$ cat config.mk
export PLATFORM = sky130hd
export DESIGN_NAME = seq_adder
export DESIGN_NICKNAME = d
export VERILOG_FILES = /design/src/rtl/seq_adder_pkg.sv /design/src/rtl/seq_adder_add_chunk.sv /design/src/rtl/seq_adder.sv
export SDC_FILE = /design/constraint.sdc
export NUM_CORES = 1
export LEC_CHECK = 0
export CAP_MARGIN = 0
export CELL_PAD_IN_SITES_DETAIL_PLACEMENT = 1
export CELL_PAD_IN_SITES_GLOBAL_PLACEMENT = 1
export CORE_MARGIN = 4
export CORE_UTILIZATION = 36
export DETAILED_ROUTE_END_ITERATION = 10
export HOLD_SLACK_MARGIN = 0.06
export PLACE_DENSITY_LB_ADDON = 0.1
export SLEW_MARGIN = 20
export SYNTH_ARGS = -nofsm -noshare
export SYNTH_HDL_FRONTEND = slang
export SYNTH_SLANG_ARGS = --single-unit
$ cat constraint.sdc
create_clock -name i_clk -period 2.7 [get_ports i_clk]
set_clock_uncertainty 0.1 [all_clocks]
set_input_delay 0.81 -clock i_clk [delete_from_list [all_inputs] [get_ports i_clk]]
set_output_delay 0.81 -clock i_clk [all_outputs]
set_load 0.005 [all_outputs]
$ cat src/rtl/seq_adder_pkg.sv
`default_nettype none
// ============================================================================
//  Module   : seq_adder_pkg
//  Brief    : Shared constants and FSM state type for the chunked serial
//             adder/subtractor.
//  Revision : 1.0 - initial release
// ============================================================================
package seq_adder_pkg;

    localparam int c_default_width = 16;
    localparam int c_default_chunk = 4;

    // Operation lifecycle: waiting for a request, rippling chunks, holding result
    typedef enum logic [1:0] {
        IDLE = 2'd0,
        RUN  = 2'd1,
        DONE = 2'd2
    } state_t;

endpackage : seq_adder_pkg
`default_nettype wire

$ cat src/rtl/seq_adder_add_chunk.sv
`default_nettype none
// ============================================================================
//  Module   : add_chunk
//  Brief    : Combinational CHUNK-bit ripple-carry adder built from full-adder
//             cells. Also exposes the carry into its top bit so the caller can
//             derive two's-complement overflow on the final chunk.
//  Revision : 1.0 - initial release
// ============================================================================
module add_chunk #(
    parameter int CHUNK = 4
) (
    input  logic [CHUNK-1:0] a,
    input  logic [CHUNK-1:0] b,
    input  logic             cin,
    output logic [CHUNK-1:0] s,
    output logic             cout,
    output logic             ctop
);

    // w_c[i] is the carry into bit i; w_c[CHUNK] is the carry out of the chunk
    logic [CHUNK:0] w_c;

    assign w_c[0] = cin;

    genvar gi;
    generate
        for (gi = 0; gi < CHUNK; gi = gi + 1) begin : g_fa
            assign s[gi]     = a[gi] ^ b[gi] ^ w_c[gi];
            assign w_c[gi+1] = (a[gi] & b[gi]) | (w_c[gi] & (a[gi] ^ b[gi]));
        end
    endgenerate

    assign cout = w_c[CHUNK];
    assign ctop = w_c[CHUNK-1];

endmodule : add_chunk
`default_nettype wire

$ cat src/rtl/seq_adder.sv
`default_nettype none
// ============================================================================
//  Module   : seq_adder
//  Brief    : Multi-cycle WIDTH-bit adder/subtractor that processes CHUNK bits
//             per clock, LSB chunk first, with valid/ready handshakes on both
//             the request and result sides. One operation in flight at a time.
//  Revision : 1.0 - initial release
// ============================================================================
module seq_adder
    import seq_adder_pkg::*;
#(
    parameter int WIDTH = c_default_width,
    parameter int CHUNK = c_default_chunk
) (
    input  logic             i_clk,
    input  logic             i_rst,
    input  logic             i_valid,
    output logic             o_ready,
    input  logic [WIDTH-1:0] i_a,
    input  logic [WIDTH-1:0] i_b,
    input  logic             i_x,
    input  logic             i_sub,
    output logic             o_valid,
    input  logic             i_ready,
    output logic [WIDTH-1:0] o_s,
    output logic             o_c,
    output logic             o_v
);

    // Refuse to build with a chunk size that does not tile the word
    generate
        if ((CHUNK < 1) || ((WIDTH % CHUNK) != 0)) begin : g_bad_params
            $error("seq_adder: CHUNK must be >= 1 and divide WIDTH");
        end
    endgenerate

    localparam int N  = WIDTH / CHUNK;
    localparam int CW = (N > 1) ? $clog2(N) : 1;
    localparam logic [CW-1:0] c_last_cnt = CW'(N - 1);

    state_t           r_state;
    state_t           w_state_next;
    logic [WIDTH-1:0] r_a;
    logic [WIDTH-1:0] r_b;
    logic [WIDTH-1:0] r_work;
    logic             r_carry;
    logic [CW-1:0]    r_cnt;
    logic [WIDTH-1:0] r_s;
    logic             r_c;
    logic             r_v;

    logic             w_accept;
    logic             w_last;
    logic [CHUNK-1:0] w_sum;
    logic             w_cout;
    logic             w_ctop;
    logic [WIDTH-1:0] w_work_next;

    assign o_ready  = (r_state == IDLE) && !i_rst;
    assign o_valid  = (r_state == DONE);
    assign o_s      = r_s;
    assign o_c      = r_c;
    assign o_v      = r_v;

    assign w_accept = i_valid && o_ready;
    assign w_last   = (r_state == RUN) && (r_cnt == c_last_cnt);

    // Operands are shifted right each RUN cycle, so the active chunk is
    // always the low CHUNK bits of the operand registers.
    add_chunk #(
        .CHUNK (CHUNK)
    ) u_add_chunk (
        .a    (r_a[CHUNK-1:0]),
        .b    (r_b[CHUNK-1:0]),
        .cin  (r_carry),
        .s    (w_sum),
        .cout (w_cout),
        .ctop (w_ctop)
    );

    // New sum chunk enters at the top; after N cycles chunk 0 sits at the LSB
    assign w_work_next = (r_work >> CHUNK) | (WIDTH'(w_sum) << (WIDTH - CHUNK));

    // State register
    always_ff @(posedge i_clk or posedge i_rst) begin
        if (i_rst) begin
            r_state <= IDLE;
        end else begin
            r_state <= w_state_next;
        end
    end

    // Next-state logic: accept -> ripple N chunks -> hold until drained
    always_comb begin
        w_state_next = r_state;
        case (r_state)
            IDLE:    if (w_accept) w_state_next = RUN;
            RUN:     if (w_last)   w_state_next = DONE;
            DONE:    if (i_ready)  w_state_next = IDLE;
            default:               w_state_next = IDLE;
        endcase
    end

    // Datapath: latch operands on accept, ripple one chunk per RUN cycle,
    // publish the result only on the final chunk so outputs hold otherwise
    always_ff @(posedge i_clk or posedge i_rst) begin
        if (i_rst) begin
            r_a     <= '0;
            r_b     <= '0;
            r_work  <= '0;
            r_carry <= 1'b0;
            r_cnt   <= '0;
            r_s     <= '0;
            r_c     <= 1'b0;
            r_v     <= 1'b0;
        end else begin
            if (w_accept) begin
                // Subtraction is A + ~B + ~x, so invert B and the carry-in
                r_a     <= i_a;
                r_b     <= i_sub ? ~i_b : i_b;
                r_carry <= i_x ^ i_sub;
                r_cnt   <= '0;
            end else if (r_state == RUN) begin
                r_a     <= r_a >> CHUNK;
                r_b     <= r_b >> CHUNK;
                r_work  <= w_work_next;
                r_carry <= w_cout;
                if (w_last) begin
                    r_s <= w_work_next;
                    r_c <= w_cout;
                    r_v <= w_cout ^ w_ctop;
                end else begin
                    r_cnt <= r_cnt + CW'(1);
                end
            end
        end
    end

endmodule : seq_adder
`default_nettype wire
---- Word-level counts from Yosys, hierarchy flattened ----
Index checks and enable logic that the tools add are counted.
cells by class
  add/subtract/negate cells ............... 1
  bitwise logic cells ..................... 25
  reductions and logical operators ........ 10
  mux-type cells .......................... 14
  equal/unequal tests ..................... 7
operator list
  cell                                                                      number
  16-bit two-way mux                                                        5
  16-bit inverter                                                           1
  12-bit by 16-bit OR with 16-bit output                                    1
  2-bit two-way mux                                                         6
  1-bit XOR                                                                 10
  1-bit bitwise AND                                                         8
  2-bit inequality test (second input constant)                             3
  2-bit one-hot mux with 3 select lines                                     1
  3-bit AND reduction                                                       2
  2-bit equality test (second input constant)                               2
  1-bit OR                                                                  4
  2-bit AND reduction                                                       2
  1-bit logical AND                                                         3
  2-bit by 1-bit adder with 2-bit output (second input constant)            1
  2-bit by 1-bit equality test with 1-bit output (second input constant)    1
  2-bit logical NOT                                                         1
  1-bit two-way mux                                                         2
  2-bit by 1-bit inequality test with 1-bit output (second input constant)  1
  2-bit nonzero test                                                        1
  1-bit logical NOT                                                         1
  1-bit inverter                                                            1
storage, ports and cells
  register bits after elaboration ......... 71
  output and inout bits ................... 20
  logic and storage cells ................. 66
  input bits .............................. 38

---- Longest topological paths before layout ----
  word-level depth ........................ 11
  mapped depth ............................ 10

---- Hierarchy ----
Synthesis repeated with hierarchy kept, for this count alone.
second synthesis, totals
  cells, all modules ...................... 310
  area total of the unflattened synthesis .. 3,066.7 µm²
modules (own cells, without submodules)
  module     sequential area each (µm²)  area each (µm²)  instances  cells each
  seq_adder  1,676.6                     2,956.6          1          298
  add_chunk  0.0                         110.1            1          12

---- Worst setup path before layout ----
Ideal clock, no wire load.
  path type ............................... register -> register
  from .................................... register r_a[0]
  to ...................................... register r_work[15]
  cell stages (with the launch flop) ...... 9
  slack ................................... 471 ps
  buffers on the path ..................... 0
  period minus slack after synthesis ...... 2,229 ps
  data arrival time ....................... 2,046 ps
  cells stage by stage .................... dfrtp_1 > fa_1 > inv_1 > fa_1 > inv_1 > fa_1 > inv_1 > fa_1 > o21ai_0
on the way
  word-level cells in the longest chain between the ends .. 9
ends and longest elaborated chain
  element                                     RTL line                   RTL
  start, declared                             seq_adder.sv:43            logic [WIDTH-1:0] r_a;
  start signal, assigned                      seq_adder.sv:119           r_a <= i_a;
  start signal, assigned                      seq_adder.sv:124           r_a <= r_a >> CHUNK;
  1-bit XOR                                   seq_adder_add_chunk.sv:29  assign w_c[gi+1] = (a[gi] & b[gi]) | (w_c[gi] & (a[gi] ^ b[gi]));
  1-bit bitwise AND                           seq_adder_add_chunk.sv:29
  1-bit OR (*)                                seq_adder_add_chunk.sv:29
  1-bit bitwise AND (*)                       seq_adder_add_chunk.sv:29
  1-bit OR (*)                                seq_adder_add_chunk.sv:29
  1-bit bitwise AND (*)                       seq_adder_add_chunk.sv:29
  1-bit OR (*)                                seq_adder_add_chunk.sv:29
  1-bit XOR (*)                               seq_adder_add_chunk.sv:28  assign s[gi] = a[gi] ^ b[gi] ^ w_c[gi];
  12-bit by 16-bit OR with 16-bit output (*)  seq_adder.sv:82            assign w_work_next = (r_work >> CHUNK) | (WIDTH'(w_sum) << (WIDTH - CHUNK));
  end signal, assigned                        seq_adder.sv:126           r_work <= w_work_next;
  end, declared                               seq_adder.sv:45            logic [WIDTH-1:0] r_work;
Mark *: on every way between the ends. The rest lies on a longest branch, timed or not.
A chain may end at the register's enable or synchronous reset.

---- Final worst setup path ----
  from .................................... input port i_rst
  to ...................................... output port o_ready
on the way
  word-level cells in the longest chain between the ends .. 2
ends and longest elaborated chain
  element                      RTL line         RTL
  start, declared              seq_adder.sv:16  input logic i_rst,
  1-bit logical NOT (no line)  -
  1-bit logical AND            seq_adder.sv:59  assign o_ready = (r_state == IDLE) && !i_rst;
  end, declared                seq_adder.sv:18  output logic o_ready,
Every way passes these cells.

==> metrics.md <==
| Metric | Value |
|---|---|
| Post-place setup slack | `-0.104 ns` |
| Ys flop type | `dfrtp_1` |
| Initial antenna violation count | `0` |
| Final setup fails | `0` |
| Largest net degree at the start of global routing | `55` |
| CTS max path bufs | `2` |
| Crit-path cells | `clkdlybuf4s50_1 > nor3_1 > dlygate4sd2_1` |
| Hold WC Path Type | `reg2reg` |
| Net Sw Frac | `34.6%` |
| Fin crit period | `2.52 ns` |
| Seq cells post-synth | `67` |
| Post-synthesis sequential area ratio | `55.7%` |
| Initial Utilization | `36.8%` |
| Commonest non-fill, non-tap cell in the layout | `nand2_1` |
| Fraction of layout cells with a size suffix above 1 | `12.6%` |
| Die ar. | `0.00988 mm²` |
| Clock Power Share | `23.1%` |
| Share of the synthesized area in the top cell type | `55.7%` |
| PD cells | `1130 mW/mm²` |
| CTS Sinks | `67` |
| Placed Area | `0.00371 mm²` |
| Seq pwr share | `38.8%` |
| Final nets | `395` |
| CP Max Fanout | `2` |
| Buffers on Ports | `57` |
| P_sw | `0.00155 W` |
| Top post-synthesis cells by area | `dfrtp_1, nand2_1, mux2_2, xnor2_1, a31oi_1` |
| H-tree depth | `3` |
| RSZ-0062 raised after global routing | `no` |
| Core Area | `0.00818 mm²` |
| Comb pwr share | `38.1%` |
| Wirelength per Cell | `14.0 µm` |
| Area grow syn2layout | `31.6%` |
| Final WS setup | `0.182 ns` |
| Worst Path Class, Setup | `in2out` |
| Grt ovf | `0` |
| Filler cell count | `910` |
| Relative slew margins | `68.3%` |
| Final hold vios | `0` |
| Syn Inst Count | `294` |
| Post-DRT Antenna Nets | `0` |
| Clock buffer count from CTS | `9` |
| First-pass GRT wire length | `11000 µm` |
| Int Pwr | `0.00293 W` |
| DR iter-0 viols | `36` |
| Most frequent cells in the layout | `nand2_1, dfrtp_1, clkdlybuf4s50_1, nor2_1, a31oi_1` |
| Max Cap Viol | `0` |
| Crit path launch type | `primary input` |
| Row cnt | `33` |
| CP required | `1.79 ns` |
| Cell accounting for the most synthesized area | `dfrtp_1` |
| Slowest Stage Delay on Critical Path | `0.48 ns` |
| Drt via density | `4.82` |
| CTS root buf | `clkbuf_8` |
| Final antenna diode count | `0` |
| CP arrival | `1.61 ns` |
| CTS tree | `yes` |
| CP endpoint kind | `output pin` |
| Ys Warns | `0` |
| Die Y | `99.4 µm` |
| Async set or reset register ratio after synthesis | `100%` |
| Worst slew pin tran | `0.474 ns` |
| Outcome | `completed` |
| Post-synth EDFFs | `0` |
| Setup TNS after final layout | `0 ns` |
| Max Clk Rate | `397 MHz` |
| Mapped Avg Cell Area | `10.2 µm²` |
| Peak supply drop | `0.359 mV` |
| GP Congestion | `0.709` |
| I/O pin count | `58` |
| Vias | `2226` |
| Final instance area | `0.00396 mm²` |
| GRT Util Overall | `13.9%` |
| Cell Area, Synth | `0.00301 mm²` |
| Distinct cell type count after synthesis | `27` |
| Clock latency on the worst-skew pair | `0.34 ns` |
| Clk pin slew, worst setup/hold paths | `0.08 ns` |
| Final period util | `93.3%` |
| CP max-delay cell | `clkdlybuf4s50_1` |
| Synthesized net count | `337` |
| Drt drc | `0` |
| Die width | `99.4 µm` |
| Leakage | `1.79 nW` |
| Total Routed Length | `6490 µm` |
| Tot Pwr | `0.00448 W` |
| Detail Placement HPWL | `4530 µm` |
| Vias in the first global route | `2363` |
| DRT Pass-1 Iters | `4` |
| Fin. max-slew vios | `0` |
## per-stage QoR
stage	hold WS, ns	cells	utilization [%]
after global routing	0.408	462	48.4
after detailed placement	0.371	446	45.4
after floorplan	0.342	294	-
final	0.384	462	48.4
after global placement	0.361	446	45.4
after CTS	0.387	462	48.4
## per-layer routing
metal / vias to the layer above / GRT usage (%) / part of all wire (%)
li1: 1077 / - / -
met1: 1104 / 17.0 / 45
met2: 39 / 24.1 / 50
met3: 6 / 4.00 / 4.3
met4: 0 / 3.47 / 0.94
met5: - / 0 / 0
## power by group through the flow
stage	Combinational (W)	Clock [W]	Sequential, W
2_1_floorplan	0.00113	0	0.00167
3_3_place_gp	0.00169	0	0.00175
3_5_place_dp	0.00174	0	0.00177
4_1_cts	0.00176	0.00106	0.00175
5_1_grt	0.00195	0.00109	0.00181
6_report	0.00171	0.00103	0.00174
## what timing repair did
| item | CTS | global route |
|---|---|---|
| endpoints found under the setup margin | 1 | 0 |
| hold buffers | 0 | 0 |
| gates resized for setup | 1 | 0 |
| setup buffers | 0 | 0 |
## layout make-up
| type | count | area, µm² | area share (%) |
|---|---|---|---|
| Sequential cell | 67 | 1680 | 42.4 |
| Multi-Input combinational cell | 198 | 1190 | 30.0 |
| Timing Repair Buffer | 67 | 682 | 17.2 |
| Tap cell | 105 | 131 | 3.32 |
| Clock buffer | 9 | 124 | 3.13 |
| Clock inverter | 7 | 124 | 3.13 |
| Inverter | 9 | 33.8 | 0.854 |
## cells in the mapped netlist, types with 2 or more instances
cell type / instances
nand2_1: 77
dfrtp_1: 67
nor2_1: 25
a31oi_1: 16
mux2_2: 14
xnor2_1: 14
o21ai_0: 13
inv_1: 9
a221o_1: 8
clkbuf_1: 8
nand3_1: 8
buf_2: 7
xor2_1: 5
buf_6: 4
fa_1: 4
a21oi_1: 2
nand2b_1: 2
nand3b_1: 2
## sequential cells by signal, summed over array words and instances (netlist names), 2 cells and up
register / cells
r_cnt: 2
r_state: 2
r_b: 16
r_work: 12
o_s: 16
r_a: 16
## final timing paths
path                       slack, ns  startpoint  cells past startpoint         to
max                             0.18       i_rst                      3    o_ready
min                             0.38         o_v                      2        o_v
max reg2reg                     0.32      r_a[0]                     10    r_carry
min reg2reg                     0.38         o_v                      2        o_v
max in group asynchronous       1.25       i_rst                      4     r_b[8]
min in group asynchronous       0.79       i_rst                      3  r_work[8]
## critical path: cells and delay by family
family        cells  cell delay (ns)
buf+inv           2             0.75
simple gates      1             0.05
## kinds of logic after synthesis
kind of cell	count (synthesis)	synth area share, %
adders and majority gates	5	3.08
DFF	67	55.7
buffers and inverters	29	4.91
xor gates and xnor gates	19	5.53
muxes	14	5.24
AOI/OAI and AO/OA	40	8.74
and+or+nand+nor	120	16.8
Note: power is estimated with default switching activity, not from simulation.
